`config.mk`:
```
export PLATFORM = sky130hd
export DESIGN_NAME = raster_tri_rcu_flat
export DESIGN_NICKNAME = d
export VERILOG_FILES = /design/src/rtl/raster_tri_rcu_pkg.sv /design/src/rtl/raster_tri_rcu_if.sv /design/src/rtl/raster_tri_rcu_fifo.sv /design/src/rtl/raster_tri_rcu.sv /design/src/flat_wrapper.sv
export SDC_FILE = /design/constraint.sdc
export NUM_CORES = 1
export LEC_CHECK = 0
export BUFFER_PORTS_ARGS = -buffer_cell sky130_fd_sc_hd__buf_2
export CAP_MARGIN = 40
export CORE_ASPECT_RATIO = 1.4
export CORE_UTILIZATION = 48
export CTS_CLUSTER_DIAMETER = 100
export DETAILED_ROUTE_END_ITERATION = 12
export GPL_TIMING_DRIVEN = 0
export PLACE_DENSITY = 0.67
export SLEW_MARGIN = 5
export SYNTH_ARGS = -nofsm -noshare
export SYNTH_HDL_FRONTEND = slang
export SYNTH_SLANG_ARGS = --single-unit
```
`constraint.sdc`:
```
create_clock -name clk -period 11.7 [get_ports clk]
set_input_delay 2.925 -clock clk [delete_from_list [all_inputs] [get_ports clk]]
set_output_delay 2.925 -clock clk [all_outputs]
set_load 0.02 [all_outputs]
```
`src/rtl/raster_tri_rcu_pkg.sv`:
```
// rtl/raster_tri_rcu_pkg.sv - shared types and defaults for the triangle receive/issue block
package raster_tri_rcu_pkg;

  localparam int TRI_W_DEFAULT = 288;

  typedef enum logic [1:0] {
    IDLE  = 2'd0,
    START = 2'd1,
    BUSY  = 2'd2
  } raster_state_t;

endpackage

```
`src/rtl/raster_tri_rcu_if.sv`:
```
// rtl/raster_tri_rcu_if.sv - upstream push, rasterizer handshake and status signals
interface raster_tri_rcu_if
  import raster_tri_rcu_pkg::*;
#(
  parameter int TRI_W = TRI_W_DEFAULT,
  parameter int DEPTH = 4
);

  localparam int CW = $clog2(DEPTH) + 1;

  logic             triangle_ready;
  logic [TRI_W-1:0] tri_in;
  logic             raster_done;
  logic             start_raster;
  logic [TRI_W-1:0] tri_out;
  logic [CW-1:0]    count;
  logic             busy;
  logic             overflow;

  modport master (
    output triangle_ready, tri_in, raster_done,
    input  start_raster, tri_out, count, busy, overflow
  );

  modport slave (
    input  triangle_ready, tri_in, raster_done,
    output start_raster, tri_out, count, busy, overflow
  );

endinterface

```
`src/rtl/raster_tri_rcu_fifo.sv`:
```
// rtl/raster_tri_rcu_fifo.sv - triangle FIFO with separate occupancy counter and drop strobe
module tri_fifo #(
  parameter int TRI_W = 288,
  parameter int DEPTH = 4
) (
  input  logic                       clk,
  input  logic                       n_rst,
  input  logic                       push,
  input  logic                       pop,
  input  logic [TRI_W-1:0]           wdata,
  output logic [TRI_W-1:0]           rdata,
  output logic [$clog2(DEPTH):0]     count,
  output logic                       full,
  output logic                       empty,
  output logic                       drop
);

  localparam int AW = $clog2(DEPTH);
  localparam int CW = AW + 1;

  logic [TRI_W-1:0] mem [DEPTH];
  logic [AW-1:0]    wr_ptr;
  logic [AW-1:0]    rd_ptr;
  logic [CW-1:0]    cnt;
  logic             do_push;
  logic             do_pop;

  assign full  = (cnt == CW'(DEPTH));
  assign empty = (cnt == '0);

  // A pop on the same edge frees the slot, so a push into a full FIFO still lands.
  assign do_pop  = pop && !empty;
  assign do_push = push && (!full || do_pop);
  assign drop    = push && full && !do_pop;

  assign rdata = mem[rd_ptr];
  assign count = cnt;

  always_ff @(posedge clk) begin
    if (do_push) begin
      mem[wr_ptr] <= wdata;
    end
  end

  always_ff @(posedge clk or negedge n_rst) begin
    if (!n_rst) begin
      wr_ptr <= '0;
      rd_ptr <= '0;
      cnt    <= '0;
    end else begin
      if (do_push) begin
        wr_ptr <= wr_ptr + 1'b1;
      end
      if (do_pop) begin
        rd_ptr <= rd_ptr + 1'b1;
      end
      case ({do_push, do_pop})
        2'b10:   cnt <= cnt + 1'b1;
        2'b01:   cnt <= cnt - 1'b1;
        default: cnt <= cnt;
      endcase
    end
  end

endmodule

```
`src/rtl/raster_tri_rcu.sv`:
```
// rtl/raster_tri_rcu.sv - buffers clip-and-split triangles and issues them to the rasterizer
module raster_tri_rcu
  import raster_tri_rcu_pkg::*;
#(
  parameter int TRI_W = TRI_W_DEFAULT,
  parameter int DEPTH = 4
) (
  input  logic              clk,
  input  logic              n_rst,
  raster_tri_rcu_if.slave   bus
);

  localparam int CW = $clog2(DEPTH) + 1;

  raster_state_t    state;
  logic [TRI_W-1:0] tri_out_r;
  logic             start_r;
  logic             overflow_r;
  logic [TRI_W-1:0] head;
  logic [CW-1:0]    fifo_count;
  logic             fifo_full_unused;
  logic             fifo_empty;
  logic             fifo_drop;
  logic             pop;

  // Pops happen only on an FSM transition out of IDLE or out of BUSY on done.
  assign pop = !fifo_empty && ((state == IDLE) || ((state == BUSY) && bus.raster_done));

  tri_fifo #(
    .TRI_W (TRI_W),
    .DEPTH (DEPTH)
  ) u_fifo (
    .clk   (clk),
    .n_rst (n_rst),
    .push  (bus.triangle_ready),
    .pop   (pop),
    .wdata (bus.tri_in),
    .rdata (head),
    .count (fifo_count),
    .full  (fifo_full_unused),
    .empty (fifo_empty),
    .drop  (fifo_drop)
  );

  always_ff @(posedge clk or negedge n_rst) begin
    if (!n_rst) begin
      state      <= IDLE;
      tri_out_r  <= '0;
      start_r    <= 1'b0;
      overflow_r <= 1'b0;
    end else begin
      overflow_r <= overflow_r | fifo_drop;
      start_r    <= 1'b0;
      case (state)
        IDLE: begin
          if (pop) begin
            tri_out_r <= head;
            start_r   <= 1'b1;
            state     <= START;
          end
        end
        START: begin
          state <= BUSY;
        end
        BUSY: begin
          if (bus.raster_done) begin
            if (pop) begin
              tri_out_r <= head;
              start_r   <= 1'b1;
              state     <= START;
            end else begin
              state <= IDLE;
            end
          end
        end
        default: begin
          state <= IDLE;
        end
      endcase
    end
  end

  assign bus.start_raster = start_r;
  assign bus.tri_out      = tri_out_r;
  assign bus.count        = fifo_count;
  assign bus.overflow     = overflow_r;
  assign bus.busy         = (state != IDLE) || (fifo_count != '0);

endmodule

```
`src/flat_wrapper.sv`:
```
// flat-port wrapper written by rule: the top's interface ports become plain ports
module raster_tri_rcu_flat import raster_tri_rcu_pkg::*;
#(
  parameter int TRI_W = TRI_W_DEFAULT,
  parameter int DEPTH = 4
)
  (clk, n_rst, bus_triangle_ready, bus_tri_in, bus_raster_done, bus_start_raster, bus_tri_out, bus_count, bus_busy, bus_overflow);
  raster_tri_rcu_if #(.TRI_W(TRI_W), .DEPTH(DEPTH)) bus_i ();
  input  logic clk;
  input  logic n_rst;
  input wire logic [$bits(bus_i.triangle_ready)-1:0] bus_triangle_ready;
  input wire logic [$bits(bus_i.tri_in)-1:0] bus_tri_in;
  input wire logic [$bits(bus_i.raster_done)-1:0] bus_raster_done;
  output wire logic [$bits(bus_i.start_raster)-1:0] bus_start_raster;
  output wire logic [$bits(bus_i.tri_out)-1:0] bus_tri_out;
  output wire logic [$bits(bus_i.count)-1:0] bus_count;
  output wire logic [$bits(bus_i.busy)-1:0] bus_busy;
  output wire logic [$bits(bus_i.overflow)-1:0] bus_overflow;
  assign bus_i.triangle_ready = bus_triangle_ready;
  assign bus_i.tri_in = bus_tri_in;
  assign bus_i.raster_done = bus_raster_done;
  assign bus_start_raster = bus_i.start_raster;
  assign bus_tri_out = bus_i.tri_out;
  assign bus_count = bus_i.count;
  assign bus_busy = bus_i.busy;
  assign bus_overflow = bus_i.overflow;
  raster_tri_rcu #(.TRI_W(TRI_W), .DEPTH(DEPTH)) u_core (.clk(clk), .n_rst(n_rst), .bus(bus_i));
endmodule
```
# After elaboration in Yosys (flattened, before gate mapping)
# Memories as Yosys holds them, arrays and structs flattened.
# Index checks and enable logic that the tools add are counted.
# Widths: inputs -> output; s select.
[word_totals]
n_memories = 1
elab_cells = 53
regBits = 299
ram_bits = 1152
[mem_list]
columns = ["name", "words", "word_bits", "rd", "rd_ports_with_merged_regs", "wr", "line", "rtl"]
rows = [
  ["u_core.u_fifo.mem", 4, 288, 1, 0, 1, "raster_tri_rcu_fifo.sv:21", "logic [TRI_W-1:0] mem [DEPTH];"],
]
[op_classes]
n_eq_ne = 7
reduce_logical = 20
n_mux = 13
n_addsub = 4
bitwise_logic = 1
[ops]
columns = ["op", "count"]
rows = [
  ["$mux 288", 2],
  ["$pmux 288 s2", 1],
  ["$logic_and 1x1->1", 6],
  ["$pmux 2 s3", 1],
  ["$pmux 3 s2", 1],
  ["$reduce_bool 2->1", 3],
  ["$mux 1", 5],
  ["$add 2x1->2 const B", 2],
  ["$eq 2x1->1 const B", 2],
  ["$eq 2x2->1 const B", 2],
  ["$mux 2", 2],
  ["$ne 2x2->1 const B", 2],
  ["$reduce_and 2->1", 2],
  ["$add 3x1->3 const B", 1],
  ["$eq 3x3->1 const B", 1],
  ["$logic_not 1->1", 3],
  ["$logic_not 3->1", 1],
  ["$logic_or 1x1->1", 3],
  ["$reduce_bool 3->1", 1],
  ["$sub 3x1->3 const B", 1],
  ["$logic_not 2->1", 1],
  ["$pmux 1 s2", 1],
  ["$or 1x1->1", 1],
]

# Logic depth before layout (Yosys ltp)
[depth]
depth_word = 9
depth_mapped = 9
ltp_nobuf = 8

# Modules after synthesis
# A second synthesis with hierarchy kept.
[hier_totals]
hier_cells = 2166
hier_area_um2 = 52890.7
[by_module_without_submodules]
columns = ["module", "area_per_inst_um2", "cells_per_inst", "instances", "seq_area_each_um2"]
rows = [
  ["tri_fifo", 41895.2, 1544, 1, 34768.3],
  ["raster_tri_rcu", 10995.5, 622, 1, 7307.0],
]

# Least setup slack after synthesis
# No wires, ideal clock.
[synth_path]
kind = "input to register"
startpoint = "input bus_triangle_ready"
endpoint = "memory u_core.u_fifo.mem[2][0] (enable)"
path_slack_ns = 0.841
stages = 4
setup_ns = 0.686
t_arrival_ns = 10.172
required_time_ns = 11.014
path_cell_list = "clkbuf_1 inv_1 a31oi_1 and2_1"
[synth_via]
elab_chain_cells = 3
[synth_rtl]
columns = ["element", "line", "rtl"]
rows = [
  ["start: declaration", "flat_wrapper.sv:11", "input wire logic [$bits(bus_i.triangle_ready)-1:0] bus_triangle_ready;"],
  ["$logic_and 1x1->1", "raster_tri_rcu_fifo.sv:33", "assign do_push = push && (!full || do_pop);"],
  ["$mux 1", "raster_tri_rcu_fifo.sv:40", "if (do_push) begin"],
  ["$mux 1 (not written as such)", "raster_tri_rcu_fifo.sv:41", "mem[wr_ptr] <= wdata;"],
  ["end: declaration", "raster_tri_rcu_fifo.sv:21", ""],
]
# Every way passes these cells.

# Final worst setup path
[layout_path]
startpoint = "input bus_triangle_ready"
endpoint = "memory u_core.u_fifo.mem[2][191] (enable)"
# Same word-level chain as after synthesis.

==> out/qor.log <==
[status] status completed
[floorplanning] Vert. Die Dim 394 um
[timing] Max Clock Freq 192 MHz
[clock_network] clock buffers created by TritonCTS 135
[power_and_ir_drop] Switching Fraction 0.313
[timing] Setup-failing EPs final 0
[critical_path] WS Path Type in2reg
[grt] global-route wire length before repair 170,000 um
[critical_path] Setup crit start bus_triangle_ready
[placement] Port Buf Inserts 584
[floorplanning] row cnt 143
[clock_network] CTS max path bufs 3
[timing] setup repair after global routing missed its margin false
[critical_path] worst-path fanout max 44
[clock_network] CTS H-tree lvls 4
[min_path] number of instances on the worst hold path 1
[layout] fraction of final layout cells sized beyond drive strength 1 0.483
[power_and_ir_drop] combinational share of power 0.327
[critical_path] arrival time worst endpoint 5.64 ns
[clock_network] root buffer selected by CTS sky130_fd_sc_hd__clkbuf_16
[min_path] end point of the most critical hold path u_core.bus.overflow
[timing] final slew viol count 0
[layout] most frequent standard cell in the layout excluding fill and tap cells sky130_fd_sc_hd__edfxtp_1
[power_and_ir_drop] total leakage power 22.3 nW
[timing] Hold Slack 0.479 ns
[floorplanning] total die area 111,000 um2
[critical_path] critical path endpoint category flop
[routing] total routed wirelength 114,000 um
[grt] grt ovf 0
[synth] mean instance size in the synthesized netlist 24.2 um2
[power_and_ir_drop] sequential share of power 0.426
[layout] Synth-to-Final Area Change 19.1%
[critical_path] Reg2Reg Setup Slack 8.32 ns
[critical_path] startpoint class of the critical path input pin
[floorplanning] core region area 109,000 um2
[critical_path] FF-to-FF End u_core.u_fifo.mem[2][191]
[power_and_ir_drop] switching power summed over all nets 5.51 mW
[critical_path] required time at the worst-slack endpoint 12.12 ns
[placement] routability congestion estimate 0.748
[routing] DRC violation total after the first TritonRoute iteration 1,602
[clock_network] Skew-Pair Late Insertion Delay 0.76 ns
[layout] Layout fillers 7,925
[placement] minimum setup slack after placement 5.68 ns
[clock_network] CTS tree yes
[layout] nets 3,224
[routing] routed length per placed instance 25.4 um
[synth] sequential cell area fraction in the yosys report 0.799
[min_path] worst hold path class reg2reg
[power_and_ir_drop] clock power share 0.246
[synth] library cells used by synthesis 33
[routing] DRC Markers 0
[synth] Yosys warning count 0
[timing] minimum setup slack in the final design 6.48 ns
[layout] commonest cells after routing, fill and taps aside sky130_fd_sc_hd__edfxtp_1 (1,152), sky130_fd_sc_hd__buf_2 (639), sky130_fd_sc_hd__dfrtp_1 (299)
[timing] final period utilization 0.446
[timing] minimum clock period after layout 5.22 ns
[critical_path] length in cells of the worst reg-to-reg path 6
[synth] flops & latches, synth 1,451
[floorplanning] die span in x 282 um
[grt] pin count of the biggest net entering global routing 82
[placement] final HPWL from detailed placement 76,600 um
[power_and_ir_drop] peak supply drop 182 uV
[power_and_ir_drop] power density normalized to cell area 280 nW/um2
[clock_network] number of instances resized during post-cts repair 0
[routing] post-route ant nets 0
[grt] via count of the first global-routing pass 26,800
[floorplanning] # IOs 586
[timing] worst slew slack as a fraction of its limit 0.502
[clock_network] number of buffers inserted by hold repair at cts 0
[routing] Via Count 24,600
[clock_network] clock transition time at the flip-flop clock pins of the worst setup and hold paths 0.06 ns
[timing] number of endpoints with negative hold slack in the final report 0
[grt] initial antenna violation count 48
[power_and_ir_drop] Tot Pwr 17.6 mW
[layout] Core Util, Final 0.578
[critical_path] startpoint of the lowest-slack register-to-register path u_core.state[0]
[clock_network] total number of clock tree sinks 1,451
[synth] Cell Area, Synth 52,700 um2
[clock_network] Post-CTS Repair Setup Buffers 0
[min_path] start point of the worst min-delay path u_core.bus.overflow
[grt] GRT Overall Usage 0.209
[routing] vias per inst 5.45
[timing] worst-margin pin slew 0.748 ns
[synth] net count after synthesis 2,470
[floorplanning] effective utilization at floorplan 0.485
[run] max-cap check violation count 0
[routing] Detailed Routing Iterations Pass 1 5
[timing] clk_skew 0.0435 ns
[synth] number of standard cells after synthesis 2,173
[power_and_ir_drop] cell internal power dissipation 12.1 mW
synthesized netlist by cell type, drive strengths merged:
cell type	count	area [um2]
xor2	2	17.5
xnor2	3	26.3
o2bb2ai	1	8.76
inv	5	18.8
mux4	288	6490
dfrtp	299	7480
buf	78	445
o32ai	1	8.76
nor2b	2	12.5
o21ai	1	5.00
nand2b	2	12.5
clkbuf	19	71.3
edfxtp	1152	34600
ha	4	50.1
nor2	2	7.51
a31oi	1	6.26
a211oi	1	7.51
fa	1	20.0
o31ai	1	7.51
o22ai	2	12.5
nand2	5	18.8
nand3	1	5.00
a41o	1	10.0
mux2i	1	10.0
or4	1	7.51
o31a	1	8.76
and2	4	25.0
nor3	3	20.0
o211ai	2	15.0
mux2	289	3250
how the worst max path moves through the flow:
stage / end / depth (start not counted)
2_1_floorplan: u_core.u_fifo.mem[2][0] / 4
3_3_place_gp: u_core.u_fifo.mem[0][127] / 5
3_5_place_dp: u_core.u_fifo.mem[2][176] / 7
4_1_cts: u_core.u_fifo.mem[2][192] / 7
5_1_grt: u_core.u_fifo.mem[2][191] / 7
6_report: u_core.u_fifo.mem[2][191] / 7
per-layer routing:
layer / global-route usage / routed length [um]
met1: 0.247 / 42600
met2: 0.349 / 58900
met3: 0.0632 / 8260
met4: 0.0987 / 4390
met5: 0 / 288
through the flow:
step | std cells | TNS (ns) | cell area [um2]
6_report | 4511 | 0 | 62700
3_5_place_dp | 4240 | 0 | 58200
5_1_grt | 4505 | 0 | 62700
2_1_floorplan | 2173 | 0 | 52700
4_1_cts | 4490 | 0 | 62700
3_3_place_gp | 4207 | -5924.95 | 57400
power groups by stage:
stage / combinational [mW] / sequential [mW] / clock (mW)
after floorplan: 3.20 / 8.44 / 0
after global placement: 5.58 / 8.09 / 0
after detailed placement: 5.88 / 7.61 / 0
after CTS: 5.90 / 7.51 / 4.44
after global routing: 6.16 / 7.62 / 4.62
final: 5.76 / 7.50 / 4.33
cell type report:
class / instances / area, um2 / area share
clock inverters: 59 / 699 / 0.0111
diodes: 21 / 52.6 / 0.000838
flip-flops and latches: 1451 / 42100 / 0.671
clock buffers: 191 / 3740 / 0.0596
well taps: 1450 / 1810 / 0.0289
repair buffers: 617 / 3740 / 0.0597
inverters: 5 / 18.8 / 0.000299
multi-input cells: 620 / 10100 / 0.161
plain buffers: 97 / 517 / 0.00824
sequential cells by signal (all words and copies together) (netlist names):
signal and cells:
u_core.bus.overflow 1, u_core.bus.start_raster 1, u_core.bus.tri_out 288, u_core.state 2
u_core.u_fifo.count 3, u_core.u_fifo.mem 1152, u_core.u_fifo.rd_ptr 2, u_core.u_fifo.wr_ptr 2
worst max-delay path: stages:
cell                       delay (ns)
sky130_fd_sc_hd__clkbuf_1        0.26
sky130_fd_sc_hd__inv_1           0.18
sky130_fd_sc_hd__a31oi_1         0.54
sky130_fd_sc_hd__and2_4          0.73
sky130_fd_sc_hd__buf_16          0.30
sky130_fd_sc_hd__buf_16          0.28
sky130_fd_sc_hd__buf_16          0.28
kinds of logic (layout without fill, tap and decap cells):
logic type / count (synthesis) / in the layout / synth area share
AO/OA/AOI/OAI: 12 / 12 / 0.00171
XOR/XNOR: 5 / 5 / 0.000832
adder cells (fa/ha/maj): 5 / 5 / 0.00133
buffers and inverters: 102 / 969 / 0.0102
flip-flops: 1451 / 1451 / 0.799
multiplexers: 578 / 578 / 0.185
other: 0 / 21 / 0
AND/OR/NAND/NOR: 20 / 20 / 0.00207
Note: power is estimated with default switching activity, not from simulation.
